<file path="src/rtl/mmio_pkg.sv">
// mmio_pkg: shared FSM state codes, default I/O window base, channel indices and timeout read value
package mmio_pkg;
  typedef logic [1:0] state_t;
  localparam state_t IDLE = 2'd0;
  localparam state_t ACCESS = 2'd1;
  localparam state_t RESP = 2'd2;
  localparam logic [31:0] BASE_ADDR_DEF = 32'hFFFF_FC00;
  localparam int CH_LED = 0;
  localparam int CH_SEG = 1;
  localparam int CH_SW = 2;
  localparam int CH_UART = 3;
  localparam logic [31:0] TIMEOUT_DATA = 32'hDEAD_BEEF;
endpackage

</file>
<file path="src/rtl/mmio_decode.sv">
// mmio_decode: combinational I/O window decode; addr -> in_range, channel idx, word offset ch_off
module mmio_decode
  import mmio_pkg::*;
#(
  parameter int N_CH = 4,
  parameter logic [31:0] BASE_ADDR = BASE_ADDR_DEF,
  parameter int CH_SPAN_LOG2 = 4
) (
  input  logic [31:0]             addr,
  output logic                    in_range,
  output logic [3:0]              idx,
  output logic [CH_SPAN_LOG2-3:0] ch_off
);
  logic [32:0] a, lo, hi;
  assign a = {1'b0, addr};
  assign lo = {1'b0, BASE_ADDR};
  assign hi = lo + (33'(N_CH) << CH_SPAN_LOG2);
  assign in_range = (a >= lo) && (a < hi);
  assign idx = 4'((addr - BASE_ADDR) >> CH_SPAN_LOG2);
  assign ch_off = addr[CH_SPAN_LOG2-1:2];
endmodule

</file>
<file path="src/rtl/mmio_bridge.sv">
// mmio_bridge: CPU load/store port to N_CH peripheral channels with req/ready handshake, wait states, error responses; define MMIO_TIMEOUT_EN to abort hung channels
module mmio_bridge
  import mmio_pkg::*;
#(
  parameter int DATA_W = 32,
  parameter int N_CH = 4,
  parameter logic [31:0] BASE_ADDR = BASE_ADDR_DEF,
  parameter int CH_SPAN_LOG2 = 4,
  parameter int TIMEOUT_CYC = 255
) (
  input  logic                     clk,
  input  logic                     rst,
  input  logic                     cpu_req,
  input  logic                     cpu_we,
  input  logic [31:0]              cpu_addr,
  input  logic [3:0]               cpu_be,
  input  logic [DATA_W-1:0]        cpu_wdata,
  output logic [DATA_W-1:0]        cpu_rdata,
  output logic                     cpu_ready,
  output logic                     cpu_err,
  output logic [N_CH-1:0]          ch_sel,
  output logic                     ch_we,
  output logic [CH_SPAN_LOG2-3:0]  ch_off,
  output logic [3:0]               ch_be,
  output logic [DATA_W-1:0]        ch_wdata,
  input  logic [N_CH*DATA_W-1:0]   ch_rdata,
  input  logic [N_CH-1:0]          ch_ready
);
  state_t state;
  logic in_range, hit, expired;
  logic [3:0] idx;
  logic [CH_SPAN_LOG2-3:0] off;
  logic [DATA_W-1:0] sel_rdata;
  mmio_decode #(.N_CH(N_CH), .BASE_ADDR(BASE_ADDR), .CH_SPAN_LOG2(CH_SPAN_LOG2)) u_decode (
    .addr(cpu_addr), .in_range(in_range), .idx(idx), .ch_off(off)
  );
  // ch_sel is one-hot, so masking ready/rdata with it picks the selected channel and ignores the rest
  assign hit = |(ch_sel & ch_ready);
  always_comb begin
    sel_rdata = '0;
    for (int k = 0; k < N_CH; k++) sel_rdata |= ch_sel[k] ? ch_rdata[k*DATA_W +: DATA_W] : '0;
  end
`ifdef MMIO_TIMEOUT_EN
  logic [15:0] cnt;
  always_ff @(posedge clk or negedge rst)
    if (!rst) cnt <= '0;
    else cnt <= (state == ACCESS && !hit) ? cnt + 16'd1 : '0;
  assign expired = state == ACCESS && !hit && cnt == 16'(TIMEOUT_CYC - 1);
`else
  assign expired = TIMEOUT_CYC < 0;
`endif
  always_ff @(posedge clk or negedge rst) begin
    if (!rst) begin
      state <= IDLE;
      cpu_rdata <= '0;
      cpu_ready <= 1'b0;
      cpu_err <= 1'b0;
      ch_sel <= '0;
      ch_we <= 1'b0;
      ch_off <= '0;
      ch_be <= '0;
      ch_wdata <= '0;
    end else begin
      cpu_ready <= 1'b0;
      cpu_err <= 1'b0;
      cpu_rdata <= '0;
      case (state)
        IDLE: if (cpu_req) begin
          if (in_range) begin
            ch_sel <= N_CH'(1) << idx;
            ch_we <= cpu_we;
            ch_off <= off;
            ch_be <= cpu_be;
            ch_wdata <= cpu_wdata;
            state <= ACCESS;
          end else begin
            cpu_ready <= 1'b1;
            cpu_err <= 1'b1;
            state <= RESP;
          end
        end
        ACCESS: if (hit || expired) begin
          ch_sel <= '0;
          ch_we <= 1'b0;
          cpu_ready <= 1'b1;
          cpu_err <= !hit;
          cpu_rdata <= !hit ? DATA_W'(TIMEOUT_DATA) : ch_we ? '0 : sel_rdata;
          state <= RESP;
        end
        default: state <= IDLE;
      endcase
    end
  end
endmodule

</file>
<file path="config.mk">
export PLATFORM = sky130hd
export DESIGN_NAME = mmio_bridge
export DESIGN_NICKNAME = d
export VERILOG_FILES = /design/src/rtl/mmio_pkg.sv /design/src/rtl/mmio_decode.sv /design/src/rtl/mmio_bridge.sv
export SDC_FILE = /design/constraint.sdc
export NUM_CORES = 1
export LEC_CHECK = 0
export CORE_UTILIZATION = 31
export CTS_BUF_LIST = sky130_fd_sc_hd__clkbuf_4
export CTS_CLUSTER_DIAMETER = 150
export DETAILED_ROUTE_END_ITERATION = 6
export PLACE_DENSITY = 0.79
export SETUP_SLACK_MARGIN = 0.3
export SYNTH_ARGS = -nofsm -noshare
export SYNTH_HDL_FRONTEND = slang
export SYNTH_SLANG_ARGS = --single-unit
</file>
<file path="constraint.sdc">
create_clock -name clk -period 1.59 [get_ports clk]
set_input_delay 0.2385 -clock clk [delete_from_list [all_inputs] [get_ports clk]]
set_output_delay 0.2385 -clock clk [all_outputs]
set_load 0.02 [all_outputs]
</file>
==> impl_metrics.csv, run 1 <==
group,metric,value,unit
synthesis,synthTopCellsByArea,"dfrtp_1 (56%), mux2_4 (14%), a22oi_1 (14%), a21oi_1 (4.5%), clkbuf_1 (2.1%)",
timing,tightest_slew,0.421,ns
setup_path,cp_data_arrival_time,1.86,ns
synthesis,syn_nets,478,
timing,tns,0,ns
setup_path,startpoint_type,"input port",
global_route,grt_util_all_layers,23.2,%
layout,nets,793,
routing,first_iter_violations,123,
floorplanning,die_area,0.0119,sq mm
power,leakage,3.41,nW
power,p_sw,0.876,mW
place,hpwl,10700,um
synthesis,synth_top_area_share,55.5,%
global_route,overflow,0,
synthesis,synth-edff-count,0,
timing,setup_viol,0,
floorplanning,num_io_pins,281,
layout,final_cells,734,
layout,utilization,64.6,%
routing,drt_wl_total,14300,um
floorplanning,die_h,109,um
timing,relSlewSlack,71.9,%
status,status,"finished, final reports clean",
synthesis,ys_async_sr_fraction,100,%
clocking,cts_buffers,9,
power,switching_share,21.2,%
layout,diodes,0,
global_route,grt_max_degree,40,
timing,post-route-period-util,98.6,%
clocking,worstSkewPairLatency,0.42,ns
place,portBuffers,278,
power,intPower,3.25,mW
setup_path,cp_max_fo,7,
power,powerDensity,579,mW/mm^2
place,globalplace.congestion,0.859,
clocking,cts.sinks,79,
synthesis,ys.flop_type,"dfrtp_1",
timing,finClkSkew,0.0208,ns
global_route,grt_pass1_vias,3832,
setup_path,crit_path_end_kind,"flip-flop",
setup_path,required,1.88,ns
hold_path,hold_class,"input port to asynchronous set/reset pin",
synthesis,yosysTopAreaCell,"dfrtp_1",
synthesis,synth-seq-area-share,55.5,%
power,clockPowerShare,37.4,%
global_route,grt_pass1_wl,20600,um
routing,ant_nets,0,
floorplanning,start_util,32.3,%
timing,rsz0062_at_grt,"true",
timing,final_max_slew_viol_count,0,
timing,finalCriticalPeriod,1.57,ns
timing,fmax,638,MHz
clocking,cts_root_buf,"clkbuf_4",
place,dp.cells,688,
global_route,antenna_found_initial,0,
power,irDropWorstVdd,0.400,mV
routing,drc,0,
layout,area_delta_synth_final,100,%
power,p_seq_share,48.7,%
floorplanning,num_rows,38,
clocking,cts_buffer_depth,2,
layout,drive_gt1_share,39.9,%
routing,first_pass_iters,5,
synthesis,synth_cell_types,22,
job,max_cap_violations,0,
routing,dr_total_vias,3632,
synthesis,synth_warnings,0,
routing,wl_per_cell,19.5,um
synthesis,yosysMostFrequentCell,"dfrtp_1",
power,combPwrFrac,13.9,%
clocking,htreeDepth,3,
timing,hold_violations,0,
synthesis,netlist_instances,274,
synthesis,avgSynthCellArea,13.0,sq um
clocking,tritoncts,"yes",
clocking,path_clk_slew,0.13,ns
synthesis,ys_ff_latch,79,
synthesis,synth_common_cells,"dfrtp_1 (79), a22oi_1 (66), mux2_4 (34)",
floorplanning,die_width,109,um
synthesis,netlist_area,0.00356,sq mm
setup_path,crit_type,"input port to flip-flop",
floorplanning,coreArea,0.0110,sq mm
routing,vias_per_cell,4.95,
## worst max-delay path, stage by stage
cell and delay (ns):
buf_6 0.09, or4b_4 0.53, nor4_4 0.23, nand4b_4 0.14, buf_12 0.17, buf_12 0.14, buf_12 0.13, mux2i_4 0.17
## path summary, 6_finish.rpt
kind / from / to / slack, ns / cells after the start
worst max register to register: ch_sel[2] / cpu_rdata[15] / 0.06 / 7
worst max-delay path: cpu_addr[8] / ch_sel[2] / 0.02 / 8
max in group asynchronous: rst / ch_wdata[21] / 0.73 / 3
worst min register to register: ch_wdata[3] / ch_wdata[3] / 0.52 / 1
min in group clk: cpu_we / ch_we / 0.37 / 3
worst min-delay path: rst / ch_wdata[17] / 0.29 / 2
## timing repair
action / CTS / global route
gates cloned: 5 / 0
endpoints found under the setup margin: 156 / 85
resized for setup: 357 / 28
pin swaps: 5 / 10
hold endpoints to repair: 28 / 0
setup buffers: 19 / 5
hold buffers: 1 / 0
## state kept, by name, summed over array words and instances (netlist names)
signal / count
ch_be: 4
ch_off: 2
ch_sel: 4
ch_wdata: 32
ch_we: 1
cpu_err: 1
cpu_rdata: 32
cpu_ready: 1
state: 2
## area by class of cell
class / instances / area [sq um]
fillers: 876 / 3910
repair buffers: 328 / 3090
flip-flops and latches: 79 / 1980
multi-input cells: 170 / 1690
well taps: 140 / 175
clock inverters: 7 / 119
clock buffers: 9 / 67.6
inverters: 1 / 3.75
## metal layers
layer / share of wire [%] / GRT usage, % / routed length, um / up-vias
li1: - / - / - / 1673
met1: 39 / 28.4 / 5630 / 1771
met2: 51 / 39.9 / 7270 / 158
met3: 6.8 / 4.24 / 971 / 30
met4: 2.8 / 9.71 / 404 / 0
met5: 0 / 0 / 0 / -
## kinds of logic after synthesis
group           synth area share, %
buf+inv                        3.48
flops                          55.5
compound gates                 18.9
mux                            17.0
simple gates                   5.06
## placed cells by master (no fill, tap or decap), types with 2 or more instances in the layout
cell / Yosys / layout
buf_12: 0 / 10
mux2_2: 4 / 4
a21oi_2: 0 / 28
dfrtp_1: 79 / 75
buf_6: 4 / 12
dfrtp_2: 0 / 4
clkbuf_4: 0 / 9
buf_2: 0 / 74
nand2_2: 0 / 2
bufinv_16: 0 / 3
buf_4: 0 / 26
a22oi_2: 0 / 2
mux2i_1: 5 / 3
buf_8: 0 / 3
mux2_4: 34 / 34
nand2b_4: 0 / 3
dlymetal6s2s_1: 0 / 10
nand2_1: 9 / 6
buf_16: 0 / 5
a22oi_1: 66 / 64
nand4_1: 3 / 3
a21oi_4: 0 / 4
nand2b_1: 5 / 2
clkdlybuf4s50_1: 0 / 186
## power by group through the flow
stage / combinational (mW) / clock, mW / sequential, mW
2_1_floorplan: 0.0151 / 0 / 2.05
4_1_cts: 0.579 / 1.57 / 2.01
5_1_grt: 0.608 / 1.66 / 2.01
3_5_place_dp: 0.575 / 0 / 2.05
3_3_place_gp: 0.567 / 0 / 2.05
6_report: 0.573 / 1.54 / 2.01
## metrics by stage
| stage | worst slack [ns] | hold WS (ns) | total power [mW] | area [sq um] |
|---|---|---|---|---|
| global placement | -0.651 | 0.194 | 2.61 | 6730 |
| global route | -0.000588 | 0.298 | 4.28 | 7120 |
| finish | 0.0229 | 0.290 | 4.12 | 7120 |
| CTS | -0.0717 | 0.278 | 4.16 | 7010 |
| floorplan | -0.207 | -0.0571 | 2.06 | 3800 |
| detailed placement | -0.715 | 0.204 | 2.62 | 6730 |
No activity file was read; power rests on OpenSTA's default activity.
==> inputs of run 2 (changes only) <==
--- a/config.mk
+++ b/config.mk
@@ -9,6 +9,7 @@
 export CTS_BUF_LIST = sky130_fd_sc_hd__clkbuf_4
 export CTS_CLUSTER_DIAMETER = 150
 export DETAILED_ROUTE_END_ITERATION = 6
+export GPL_TIMING_DRIVEN = 1
 export PLACE_DENSITY = 0.79
 export SETUP_SLACK_MARGIN = 0.3
 export SYNTH_ARGS = -nofsm -noshare
==> results of run 2 <==
Final layout, timing and power as in run 1 (identical DEF).
